$ cat config.mk
export PLATFORM = sky130hd
export DESIGN_NAME = serial_framer_mc_flat
export DESIGN_NICKNAME = d
export VERILOG_FILES = /design/src/rtl/serial_framer_mc_if.sv /design/src/rtl/serial_framer_mc.sv /design/src/flat_wrapper.sv
export SDC_FILE = /design/constraint.sdc
export NUM_CORES = 1
export LEC_CHECK = 0
export ABC_AREA = 0
export CORE_AREA = 2 2 51 77
export DETAILED_ROUTE_END_ITERATION = 10
export DIE_AREA = 0 0 53 79
export PLACE_DENSITY = 0.64
export SLEW_MARGIN = 20
export SYNTH_ARGS = -nofsm -noshare
export SYNTH_HDL_FRONTEND = slang
export SYNTH_SLANG_ARGS = --single-unit
$ cat constraint.sdc
create_clock -name s_clk -period 2.2 [get_ports s_clk]
set_input_delay 0.33 -clock s_clk [delete_from_list [all_inputs] [get_ports s_clk]]
set_output_delay 0.33 -clock s_clk [all_outputs]
set_load 0.01 [all_outputs]
$ cat src/rtl/serial_framer_mc_if.sv
`default_nettype none
// +----------------------------------------------------------------------------+
// | serial_framer_mc_if : FIFO read side and serial output bundle of the framer |
// | Revision 1.0                                                                |
// +----------------------------------------------------------------------------+
interface serial_framer_mc_if #(
  parameter int LANES = 1
);
  logic             req;
  logic [LANES-1:0] datain;
  logic             pop;
  logic [LANES-1:0] dataout;
  logic             dvalid;
  logic             abort;
  logic [2:0]       state;

  modport master (
    input  req, datain,
    output pop, dataout, dvalid, abort, state
  );

  modport slave (
    output req, datain,
    input  pop, dataout, dvalid, abort, state
  );
endinterface
`default_nettype wire

$ cat src/rtl/serial_framer_mc.sv
`default_nettype none
// +----------------------------------------------------------------------------+
// | serial_framer_mc : multi-lane lockstep serial framer fed by an FWFT FIFO    |
// | Revision 1.0                                                                |
// +----------------------------------------------------------------------------+
module serial_framer_mc #(
  parameter int                 LANES       = 1,
  parameter int                 PAYLOAD_LEN = 32,
  parameter int                 DELIM_W     = 8,
  parameter logic [DELIM_W-1:0] SOF         = 'h5A,
  parameter logic [DELIM_W-1:0] EOF         = 'h0F,
  parameter bit                 PARITY_EN   = 1'b1,
  parameter int                 GAP_CYCLES  = 2,
  parameter int                 STALL_MAX   = 16
) (
  input  logic               s_clk,
  input  logic               rst_n,
  serial_framer_mc_if.master bus
);

  typedef enum logic [2:0] {
    ST_IDLE = 3'd0,
    ST_SOF  = 3'd1,
    ST_DATA = 3'd2,
    ST_PAR  = 3'd3,
    ST_EOF  = 3'd4,
    ST_GAP  = 3'd5
  } state_t;

  localparam int c_DCW = (DELIM_W > 1) ? $clog2(DELIM_W) : 1;
  localparam int c_BCW = $clog2(PAYLOAD_LEN + 1);
  localparam int c_SCW = $clog2(STALL_MAX + 1);
  localparam int c_GCW = (GAP_CYCLES > 1) ? $clog2(GAP_CYCLES) : 1;

  localparam logic [c_DCW-1:0] c_DLAST = c_DCW'(DELIM_W - 1);
  localparam logic [c_BCW-1:0] c_BFULL = c_BCW'(PAYLOAD_LEN);
  localparam logic [c_SCW-1:0] c_SLAST = c_SCW'(STALL_MAX - 1);
  localparam logic [c_GCW-1:0] c_GLAST = c_GCW'(GAP_CYCLES - 1);

  state_t             r_state;
  logic [c_DCW-1:0]   r_dcnt;
  logic [c_BCW-1:0]   r_bcnt;
  logic [c_SCW-1:0]   r_scnt;
  logic [c_GCW-1:0]   r_gcnt;
  logic [DELIM_W-1:0] r_delim;
  logic [LANES-1:0]   r_parity;
  logic [LANES-1:0]   r_dataout;
  logic               r_dvalid;
  logic               r_abort;

  logic w_last_sof;
  logic w_beats_left;
  logic w_take;
  logic w_pop;
  logic w_timeout;

  // The last SOF cycle prefetches beat 0 so payload follows the delimiter with no bubble.
  assign w_last_sof   = (r_state == ST_SOF) && (r_dcnt == c_DLAST);
  assign w_beats_left = (r_bcnt != c_BFULL);
  assign w_take       = w_last_sof || (r_state == ST_DATA);
  assign w_pop        = bus.req && w_beats_left && w_take;
  assign w_timeout    = !bus.req && w_beats_left && w_take && (r_scnt == c_SLAST);

  assign bus.pop     = w_pop;
  assign bus.dataout = r_dataout;
  assign bus.dvalid  = r_dvalid;
  assign bus.abort   = r_abort;
  assign bus.state   = r_state;

  always_ff @(posedge s_clk or negedge rst_n) begin
    if (!rst_n) begin
      r_state   <= ST_IDLE;
      r_dcnt    <= '0;
      r_bcnt    <= '0;
      r_scnt    <= '0;
      r_gcnt    <= '0;
      r_delim   <= '0;
      r_parity  <= '0;
      r_dataout <= '0;
      r_dvalid  <= 1'b0;
      r_abort   <= 1'b0;
    end else begin
      r_abort <= 1'b0;
      case (r_state)
        ST_IDLE: begin
          r_dataout <= '0;
          r_dvalid  <= 1'b0;
          if (bus.req) begin
            r_state   <= ST_SOF;
            r_dcnt    <= '0;
            r_delim   <= SOF << 1;
            r_dataout <= {LANES{SOF[DELIM_W-1]}};
            r_dvalid  <= 1'b1;
            r_bcnt    <= '0;
            r_scnt    <= '0;
            r_parity  <= '0;
          end
        end

        ST_SOF, ST_DATA: begin
          if ((r_state == ST_SOF) && !w_last_sof) begin
            r_dcnt    <= r_dcnt + c_DCW'(1);
            r_dataout <= {LANES{r_delim[DELIM_W-1]}};
            r_delim   <= r_delim << 1;
            r_dvalid  <= 1'b1;
          end else if (!w_beats_left) begin
            if (PARITY_EN) begin
              r_state   <= ST_PAR;
              r_dataout <= r_parity;
              r_dvalid  <= 1'b1;
            end else begin
              r_state   <= ST_EOF;
              r_dcnt    <= '0;
              r_delim   <= EOF << 1;
              r_dataout <= {LANES{EOF[DELIM_W-1]}};
              r_dvalid  <= 1'b1;
            end
          end else begin
            r_state <= ST_DATA;
            if (w_pop) begin
              r_dataout <= bus.datain;
              r_dvalid  <= 1'b1;
              r_bcnt    <= r_bcnt + c_BCW'(1);
              r_scnt    <= '0;
              r_parity  <= r_parity ^ bus.datain;
            end else if (w_timeout) begin
              // Abandon the payload: parity is skipped, EOF still closes the frame.
              r_abort   <= 1'b1;
              r_scnt    <= '0;
              r_state   <= ST_EOF;
              r_dcnt    <= '0;
              r_delim   <= EOF << 1;
              r_dataout <= {LANES{EOF[DELIM_W-1]}};
              r_dvalid  <= 1'b1;
            end else begin
              r_dvalid <= 1'b0;
              r_scnt   <= r_scnt + c_SCW'(1);
            end
          end
        end

        ST_PAR: begin
          r_state   <= ST_EOF;
          r_dcnt    <= '0;
          r_delim   <= EOF << 1;
          r_dataout <= {LANES{EOF[DELIM_W-1]}};
          r_dvalid  <= 1'b1;
        end

        ST_EOF: begin
          if (r_dcnt == c_DLAST) begin
            r_state   <= ST_GAP;
            r_gcnt    <= '0;
            r_dataout <= '0;
            r_dvalid  <= 1'b0;
          end else begin
            r_dcnt    <= r_dcnt + c_DCW'(1);
            r_dataout <= {LANES{r_delim[DELIM_W-1]}};
            r_delim   <= r_delim << 1;
            r_dvalid  <= 1'b1;
          end
        end

        ST_GAP: begin
          r_dataout <= '0;
          r_dvalid  <= 1'b0;
          if (r_gcnt == c_GLAST) begin
            r_state <= ST_IDLE;
          end else begin
            r_gcnt <= r_gcnt + c_GCW'(1);
          end
        end

        default: begin
          r_state   <= ST_IDLE;
          r_dataout <= '0;
          r_dvalid  <= 1'b0;
        end
      endcase
    end
  end

endmodule
`default_nettype wire
$ cat src/flat_wrapper.sv
// flat-port wrapper written by rule: the top's interface ports become plain ports
module serial_framer_mc_flat 
#(
  parameter int                 LANES       = 1,
  parameter int                 PAYLOAD_LEN = 32,
  parameter int                 DELIM_W     = 8,
  parameter logic [DELIM_W-1:0] SOF         = 'h5A,
  parameter logic [DELIM_W-1:0] EOF         = 'h0F,
  parameter bit                 PARITY_EN   = 1'b1,
  parameter int                 GAP_CYCLES  = 2,
  parameter int                 STALL_MAX   = 16
)
  (s_clk, rst_n, bus_req, bus_datain, bus_pop, bus_dataout, bus_dvalid, bus_abort, bus_state);
  serial_framer_mc_if #(.LANES(LANES)) bus_i ();
  input  logic s_clk;
  input  logic rst_n;
  input wire logic [$bits(bus_i.req)-1:0] bus_req;
  input wire logic [$bits(bus_i.datain)-1:0] bus_datain;
  output wire logic [$bits(bus_i.pop)-1:0] bus_pop;
  output wire logic [$bits(bus_i.dataout)-1:0] bus_dataout;
  output wire logic [$bits(bus_i.dvalid)-1:0] bus_dvalid;
  output wire logic [$bits(bus_i.abort)-1:0] bus_abort;
  output wire logic [$bits(bus_i.state)-1:0] bus_state;
  assign bus_i.req = bus_req;
  assign bus_i.datain = bus_datain;
  assign bus_pop = bus_i.pop;
  assign bus_dataout = bus_i.dataout;
  assign bus_dvalid = bus_i.dvalid;
  assign bus_abort = bus_i.abort;
  assign bus_state = bus_i.state;
  serial_framer_mc #(.LANES(LANES), .PAYLOAD_LEN(PAYLOAD_LEN), .DELIM_W(DELIM_W), .SOF(SOF), .EOF(EOF), .PARITY_EN(PARITY_EN), .GAP_CYCLES(GAP_CYCLES), .STALL_MAX(STALL_MAX)) u_core (.s_clk(s_clk), .rst_n(rst_n), .bus(bus_i));
endmodule
Word level (Yosys, flattened, before mapping):

Index checks and enable logic that the tools add are counted.
W data, S select, Z words.

* reduce and logical (&&, ||, !) cells: 20
* equality and inequality tests: 19
* $add $sub $neg: 4
* multiplexer cells: 58
* bitwise operators: 1

Operators by type and width (count)
* $mux W8: 6
* $mux W3: 13
* $pmux W8 S4: 1
* $mux W5: 5
* $mux W6: 4
* $mux W1: 21
* $pmux W3 S5: 1
* $pmux W3 S4: 1
* $pmux W6 S2: 1
* $pmux W5 S2: 1
* $eq A3 B3 Y1 const B: 3
* $ne A2 B2 Y1 const B: 4
* $reduce_and A4 Y1: 2
* $logic_and A1 B1 Y1: 7
* $add A6 B1 Y6 const B: 1
* $eq A3 B2 Y1 const B: 2
* $ne A2 B1 Y1 const B: 3
* $ne A3 B1 Y1 const B: 2
* $ne A6 B6 Y1 const B: 1
* $pmux W1 S2: 3
* $reduce_and A6 Y1: 1
* $add A5 B1 Y5 const B: 1
* $eq A5 B4 Y1 const B: 1
* $ne A5 B5 Y1 const B: 1
* other kinds (14): 16

* output and inout port bits: 7
* logic and storage cells: 112
* input bits: 4
* flip-flop bits (word level): 30

Longest topological paths before layout:

Gate-level depths: netlist of the first run.

* depth after elaboration: 10
* depth in mapped cells: 9
* mapped depth without buffers: 7

Least setup slack after synthesis of the first run:

Ideal clock, no wire load.

* kind: register -> register
* start point: register u_core.r_dcnt[0]
* end point: register u_core.r_dcnt[2]
* path buffers: 2
* arrival time: 1738 ps
* required time: 2065 ps
* cell stages (with the launch flop): 10
* setup slack: 327 ps
* period minus slack after synthesis: 1873 ps
* setup time: 135 ps
* path through: dfrtp_1 ha_1 ha_1 clkbuf_1 o31a_1 a21oi_1 o21ai_2 buf_2 nand2_1 o21ai_0

* longest elaborated chain between the ends: 7
* elaborated cells on any way between the ends: 17
* classes of those cells: 1 x add/sub; 5 x eq/ne; 3 x mux; 8 x reduce/logical

RTL lines
* start, declared: RTL line serial_framer_mc.sv:41 `logic [c_DCW-1:0] r_dcnt;`
* start signal, assigned: RTL line serial_framer_mc.sv:102 `r_dcnt <= r_dcnt + c_DCW'(1);`
* start signal, assigned: RTL line serial_framer_mc.sv:157 `r_dcnt <= r_dcnt + c_DCW'(1);`
* $eq A3 B3 Y1: RTL line serial_framer_mc.sv:58, serial_framer_mc.sv:151
* $logic_and A1 B1 Y1: RTL line serial_framer_mc.sv:58 `assign w_last_sof = (r_state == ST_SOF) && (r_dcnt == c_DLAST);`
* $logic_or A1 B1 Y1: RTL line serial_framer_mc.sv:60 `assign w_take = w_last_sof || (r_state == ST_DATA);`
* $logic_and A1 B1 Y1 (2 in series): RTL line serial_framer_mc.sv:62 `assign w_timeout = !bus.req && w_beats_left && w_take && (r_scnt == c_SLAST);`
* $ne A3 B1 Y1 (no source line)
* $reduce_and A6 Y1 (no source line)

Parallel ways exist; a longest one is shown, timed or not. The select of a mux whose other input is x is not followed.
A chain may end at the register's enable or synchronous reset.

Worst setup path in the final report of the first run:

* start point: register u_core.r_dcnt[1]
* end point: output bus_pop

* longest elaborated chain between the ends: 4

RTL lines
* $eq A3 B3 Y1: RTL line serial_framer_mc.sv:58
* $logic_and A1 B1 Y1: RTL line serial_framer_mc.sv:58
* $logic_or A1 B1 Y1: RTL line serial_framer_mc.sv:60
* $logic_and A1 B1 Y1: RTL line serial_framer_mc.sv:61 `assign w_pop = bus.req && w_beats_left && w_take;`
* end, declared: RTL line flat_wrapper.sv:19 `output wire logic [$bits(bus_i.pop)-1:0] bus_pop;`

Every way passes these cells.

==> flow_summary_export.csv, run 1 <==
group,metric,value,unit
run_status,status,"completed",
timing,period_share,95.24,%
power,p_per_area,1103,nW/um^2
cells_and_area,antenna_cells,0,
floorplanning,coreArea,3547,sq um
worst_setup_path,startpoint_type,"flop",
routing,vias,1378,
timing,setup_viol,0,
timing,tns,0,ps
cells_and_area,drive_above_1_share,18.75,%
global_route,grtUsageMet3,3.383,%
synth,ys_async_sr_fraction,100.0,%
cts,root_buffer,"clkbuf_8",
synth,synth_seq_cells,29,
synth,synth_top_flop_cell,"dfrtp_1",
floorplanning,dieArea,4187,sq um
cts,holdBufCountCts,0,
timing,fin_skew,4.618,ps
worst_setup_path,worst-setup-path-type,"flop to output pin",
cells_and_area,fin_area,2032,sq um
global_route,gr-usage-all-layers,19.88,%
global_route,antenna_found_initial,0,
synth,postSynthAreaPerCell,9.312,sq um
synth,synth_nets,192,
worst_setup_path,cp.required,1870,ps
cts,cts_tree,"done",
placed_design,place.gp.congestion,0.7908,
cts,cts_buffer_depth,2,
routing,totalWireLength,3644,um
placed_design,hpwlAfterDp,2758,um
worst_hold_path,min_path_type,"input pin to asynchronous set/reset pin",
floorplanning,dieHeight,79,um
power,power_leakage,0.9267,nW
timing,worstMarginPinSlew,428.2,ps
timing,post-route-min-period,2095,ps
synth,yosysWarnings,0,
placed_design,dp_slack,-20.11,ps
synth,synth_edf_count,0,
routing,drcViolationCount,0,
placed_design,dpl-instance-area,1938,sq um
global_route,busiest_layer,"met2",
cells_and_area,layout.nets,217,
global_route,overflow,0,
global_route,use_met1,21.39,%
power,seq_power_share,37.3,%
timing,slew_viol_final,0,
global_route,grt_pass1_vias,1377,
power,internal_power,1.404,mW
placed_design,place_inst,244,
routing,drtIter0Drc,23,
cts,h-tree-depth,2,
synth,synth_seq_area_share,42.58,%
routing,routedWlPerCell,14.52,um
routing,ant_nets,0,
timing,setup_ws,104.8,ps
global_route,grt_pass1_wl,6210,um
synth,ys_types,51,
synth,synth_area,1704,sq um
placed_design,portBuffers,10,
power,pwr-share-clk,19.5,%
floorplanning,die_w,53,um
cts,cts.sinks,29,
power,p_sw_share,37.34,%
cells_and_area,area_delta_synth_final,19.24,%
cts,numCtsBuffers,5,
power,vdd_ir_drop_max,0.7036,mV
synth,syn_inst,183,
cts,post_cts_buffers,0,
timing,fmax,477.3,MHz
global_route,grt_start_max_net_pins,30,
power,switchingPower,836.7,uW
timing,grt_setup_unrepaired,"no",
worst_setup_path,path_max_fanout,2,
flow_run,cap_violations,0,
floorplanning,row_count,27,
worst_setup_path,cp-end-kind,"output pin",
timing,hold_viol,0,
worst_setup_path,arrival,1770,ps
global_route,met2_usage,36.88,%
timing,relSlewSlack,71.45,%
power,combPwrFrac,43.1,%
cts,clk_pin_slew,60,ps
floorplanning,initial_core_util,48.04,%
cts,clk_latency,280,ps
cells_and_area,finalNonFillerCells,251,
routing,avgViaCountPerCell,5.490,
cells_and_area,fillers,337,
routing,drt_first_pass_iters,4,
floorplanning,io_pins,11,
flip-flops by register name, summed over array words and instances (netlist names):
signal	flops
u_core.r_delim	7
u_core.r_bcnt	6
u_core.r_scnt	5
u_core.bus.state	3
u_core.r_dcnt	3
u_core.bus.abort	1
u_core.bus.dataout	1
u_core.bus.dvalid	1
u_core.r_gcnt	1
u_core.r_parity	1
metal layers:
layer  up-vias  part of all wire, %
met1       652                   40
met4         0                  1.7
li1        705                    -
met2        16                   56
met3         5                  2.6
met5         -                    0
worst max-delay path: stages (launching register included):
cell and delay, ps:
dfrtp_1 400, ha_2 190, ha_2 170, and4bb_1 200
or2_4 230, and3_4 160, buf_2 130
cells in the mapped netlist (2+ instances only):
master	n	area share, %
a21o_1	4	1.8
and3_1	2	0.73
nor2b_1	4	1.5
nand2_1	25	5.5
nand2b_1	3	1.1
a22o_1	2	1.0
o21ai_0	17	5.0
nor2_1	12	2.6
nand3_1	7	2.1
ha_1	5	3.7
dfrtp_1	29	43
a31oi_1	2	0.73
nor3_1	6	1.8
nor3b_4	2	2.2
xor2_1	4	2.1
buf_2	5	1.5
a21oi_1	12	3.5
and2_1	2	0.73
inv_1	4	0.88
or2_2	2	0.73
clkbuf_1	3	0.66
or3_1	2	0.73
layout by cell type (no fill, tap or decap), types with 2 or more instances in the layout:
| cell type | instances |
|---|---|
| nand2_1 | 25 |
| nor3b_4 | 2 |
| inv_1 | 4 |
| buf_4 | 17 |
| a31oi_1 | 2 |
| xor2_1 | 4 |
| ha_1 | 3 |
| a21o_1 | 4 |
| ha_2 | 2 |
| nand2b_1 | 3 |
| and2_1 | 2 |
| a21oi_1 | 12 |
| nor2_1 | 12 |
| nor3_1 | 6 |
| dfrtp_1 | 29 |
| a22o_1 | 2 |
| nor2b_1 | 4 |
| nand3_1 | 7 |
| o21ai_0 | 17 |
| clkbuf_8 | 6 |
| clkdlybuf4s50_1 | 9 |
| or3_1 | 2 |
cell families (layout without fill, tap and decap cells):
logic type | after synthesis | in the layout | share of synthesized area, %
AND/OR/NAND/NOR | 76 | 76 | 24.16
AO/OA/AOI/OAI | 53 | 53 | 22.10
flip-flops | 29 | 29 | 42.58
buffers and inverters | 13 | 38 | 3.670
adder cells (fa/ha/maj) | 5 | 5 | 3.671
XOR/XNOR | 5 | 5 | 2.570
multiplexers | 2 | 2 | 1.248
worst paths after layout:
| check | startpoint | to | slack (ps) | cells past startpoint |
|---|---|---|---|---|
| max | u_core.r_dcnt[1] | bus_pop | 100 | 6 |
| min | rst_n | u_core.r_gcnt | 440 | 2 |
| max reg2reg | u_core.r_dcnt[1] | u_core.r_scnt[3] | 170 | 8 |
| min reg2reg | u_core.r_delim[1] | u_core.r_delim[1] | 490 | 2 |
| max in group asynchronous | rst_n | u_core.r_dcnt[0] | 1480 | 2 |
| min in group s_clk | u_core.r_delim[1] | u_core.r_delim[1] | 490 | 2 |
per-stage QoR:
step | power [mW] | hold WS (ps) | util, %
finish | 2.241 | 436.5 | 57.28
global route | 2.420 | 474.5 | 57.28
floorplan | 1.490 | 34.41 | -
global placement | 1.766 | 465.0 | 54.64
CTS | 2.269 | 445.5 | 57.00
detailed placement | 1.817 | 481.7 | 54.64
power by group through the flow:
stage	clock network, mW	logic, mW	registers, mW
floorplan	0	0.665	0.825
global placement	0	0.937	0.829
detailed placement	0	0.973	0.844
CTS	0.449	0.982	0.837
global route	0.467	1.10	0.858
finish	0.437	0.967	0.837
repair_timing:
action / CTS / global route
resized for setup: 5 / 3
setup endpoints to repair: 1 / 1
pin swaps: 0 / 1
cell type report:
type                            instances  area, sq um  area share (%)
Clock buffer                            7        86.33           4.249
Inverter                                4        15.01          0.7389
Multi-Input combinational cell        141        928.4           45.69
Sequential cell                        29        725.7           35.71
Tap cell                               43        53.80           2.648
Timing Repair Buffer                   27        222.7           10.96
Note: power is estimated with default switching activity, not from simulation.
==> inputs of run 2 (changes only) <==
- CTS_BUF_LIST: unset -> sky130_fd_sc_hd__clkbuf_8
- clock period: 2.2 -> 2.3 ns (I/O delays scaled with it)
==> run 2 against run 1 <==
  * Hold slack worse by 8.3 ps
  * Global-route usage is 0.46 points lower
  * Worst setup slack gained 69 ps
  * Critical path depth did not move
  * Sequential cell count unchanged
  * Register-to-register slack better by 120 ps
  * Critical endpoint unchanged
==> flow_summary_export.csv, run 2 (synthesis gave the netlist of run 1 again) <==
group,metric,value,unit
run_status,status,"completed",
timing,relSlewSlack,69.94,%
worst_hold_path,min_path_type,"input pin to asynchronous set/reset pin",
worst_setup_path,cpMostUsedCell,"ha_1",
worst_setup_path,worst-setup-path-type,"flop to output pin",
worst_setup_path,cpPeakStageDelay,380,ps
timing,fmax,470.3,MHz
worst_setup_path,r2r_setup_slack,290,ps
cells_and_area,final_common_cell,"dfrtp_1",
cts,numCtsBuffers,5,
worst_setup_path,cp.required,1960,ps
floorplanning,die_w,53,um
timing,period_share,92.45,%
global_route,overflow,0,
routing,drt_first_pass_iters,5,
worst_setup_path,startpoint_type,"flop",
global_route,grt_pass1_wl,6037,um
cells_and_area,regMostFlops,"u_core.r_delim",
cells_and_area,antenna_cells,0,
cts,clk_latency,290,ps
timing,tns,0,ps
cells_and_area,layout.nets,215,
cts,cts.sinks,29,
power,p_per_area,1045,nW/um^2
global_route,grt_start_max_net_pins,30,
routing,vias,1383,
cts,cts_buffer_depth,2,
global_route,gr-usage-all-layers,19.42,%
routing,drcViolationCount,0,
power,vdd_ir_drop_max,0.6319,mV
routing,ant_nets,0,
cells_and_area,utilization,56.40,%
cells_and_area,layout_common_cells,"dfrtp_1 (29), nand2_1 (25), o21ai_0 (17), buf_4 (15)",
cells_and_area,area_delta_synth_final,17.40,%
routing,totalWireLength,3478,um
power,power_leakage,0.9289,nW
placed_design,portBuffers,10,
placed_design,hpwlAfterDp,2665,um
timing,setup_viol,0,
floorplanning,io_pins,11,
worst_setup_path,path_max_fanout,4,
routing,drtIter0Drc,39,
timing,worstMarginPinSlew,451.0,ps
cts,root_buffer,"clkbuf_8",
worst_setup_path,cp-end-kind,"output pin",
timing,fin_hold_ws,428.2,ps
floorplanning,coreArea,3547,sq um
worst_setup_path,crit_slowest_cell,"dfrtp_1",
cts,cts_tree,"done",
cts,h-tree-depth,2,
routing,avgViaCountPerCell,5.532,
worst_setup_path,crit_chain,"ha_1 -> ha_1 -> and4bb_1 -> or2_4 -> and3_1 -> clkbuf_2",
cts,clk_pin_slew,60,ps
timing,fin_skew,4.250,ps
worst_setup_path,arrival,1780,ps
global_route,antenna_found_initial,0,
floorplanning,dieHeight,79,um
global_route,grt_pass1_vias,1360,
floorplanning,dieArea,4187,sq um
floorplanning,initial_core_util,48.04,%
cells_and_area,largest_reg_flops,7,
cells_and_area,reg_top3,"u_core.r_delim: 7 flops, u_core.r_bcnt: 6 flops, u_core.r_scnt: 5 flops",
floorplanning,row_count,27,
placed_design,place.gp.congestion,0.7957,
cells_and_area,drive_above_1_share,15.94,%
timing,grt_setup_unrepaired,"no",
timing,post-route-min-period,2126,ps
timing,slew_viol_final,0,
flow_run,cap_violations,0,
timing,hold_viol,0,
routing,routedWlPerCell,13.91,um
[run 2: changes by cell type in the layout (fill, tap and decap cells not counted)]
cell	before	now
and3_1	1	2
and3_4	1	0
buf_2	1	0
buf_4	17	15
clkbuf_1	1	0
clkbuf_2	0	1
clkbuf_8	6	5
ha_1	3	5
ha_2	2	0
inv_1	4	7
[run 2: metrics by stage]
| stage | total power [mW] | std cells | worst slack [ps] | cell area [sq um] |
|---|---|---|---|---|
| final | 2.092 | 250 | 173.6 | 2001 |
| after global routing | 2.264 | 250 | 101.6 | 2001 |
| after CTS | 2.120 | 250 | 8.874 | 2004 |
| after detailed placement | 1.723 | 241 | 38.87 | 1916 |
| after global placement | 1.678 | 241 | 62.81 | 1916 |
| after floorplan | 1.425 | 183 | 427.5 | 1704 |
[run 2: what timing repair did]
item / in CTS / in global routing
hold buffers: 0 / 0
endpoints found under the setup margin: 1 / 1
gates resized for setup: 2 / 2
buffers inserted: 1 / 0
[run 2: power by group]
group          total [mW]  internal (mW)  switching [mW]
combinational       0.912          0.422           0.489
clock               0.386          0.201           0.185
sequential          0.794          0.672           0.122
total                2.09           1.30           0.796
[run 2: critical path, delay by kind of cell, from the launching register on]
| kind | cells | cell delay, ps |
|---|---|---|
| buffers and inverters | 1 | 120 |
| adders and majority gates | 2 | 390 |
| DFF | 1 | 380 |
| and+or+nand+nor | 3 | 610 |
[run 2: worst paths after layout]
path	from	end	depth (start not counted)
worst max register to register	u_core.r_bcnt[0]	u_core.r_scnt[2]	8
worst min-delay path	rst_n	u_core.r_bcnt[2]	2
max in group asynchronous	rst_n	u_core.r_delim[1]	2
worst max-delay path	u_core.r_dcnt[0]	bus_pop	6
worst min register to register	u_core.r_dcnt[2]	u_core.r_dcnt[2]	2
min in group s_clk	u_core.r_dcnt[2]	u_core.r_dcnt[2]	2
[run 2: per-layer routing]
layer | wire (um) | GRT usage, % | up-vias | share of wire, %
met5 | 0 | 0 | - | 0
met3 | 120 | 5.451 | 6 | 3.5
met1 | 1393 | 21.87 | 661 | 40
met2 | 1898 | 33.88 | 16 | 55
li1 | - | - | 700 | -
met4 | 65 | 6.923 | 0 | 1.9
[run 2: cell type report]
class,count,area (sq um)
multi-input cells,141,918.4
clock buffers,5,68.82
flip-flops and latches,29,725.7
fillers,328,1546
clock inverters,3,11.26
repair buffers,25,207.7
inverters,4,15.01
well taps,43,53.80
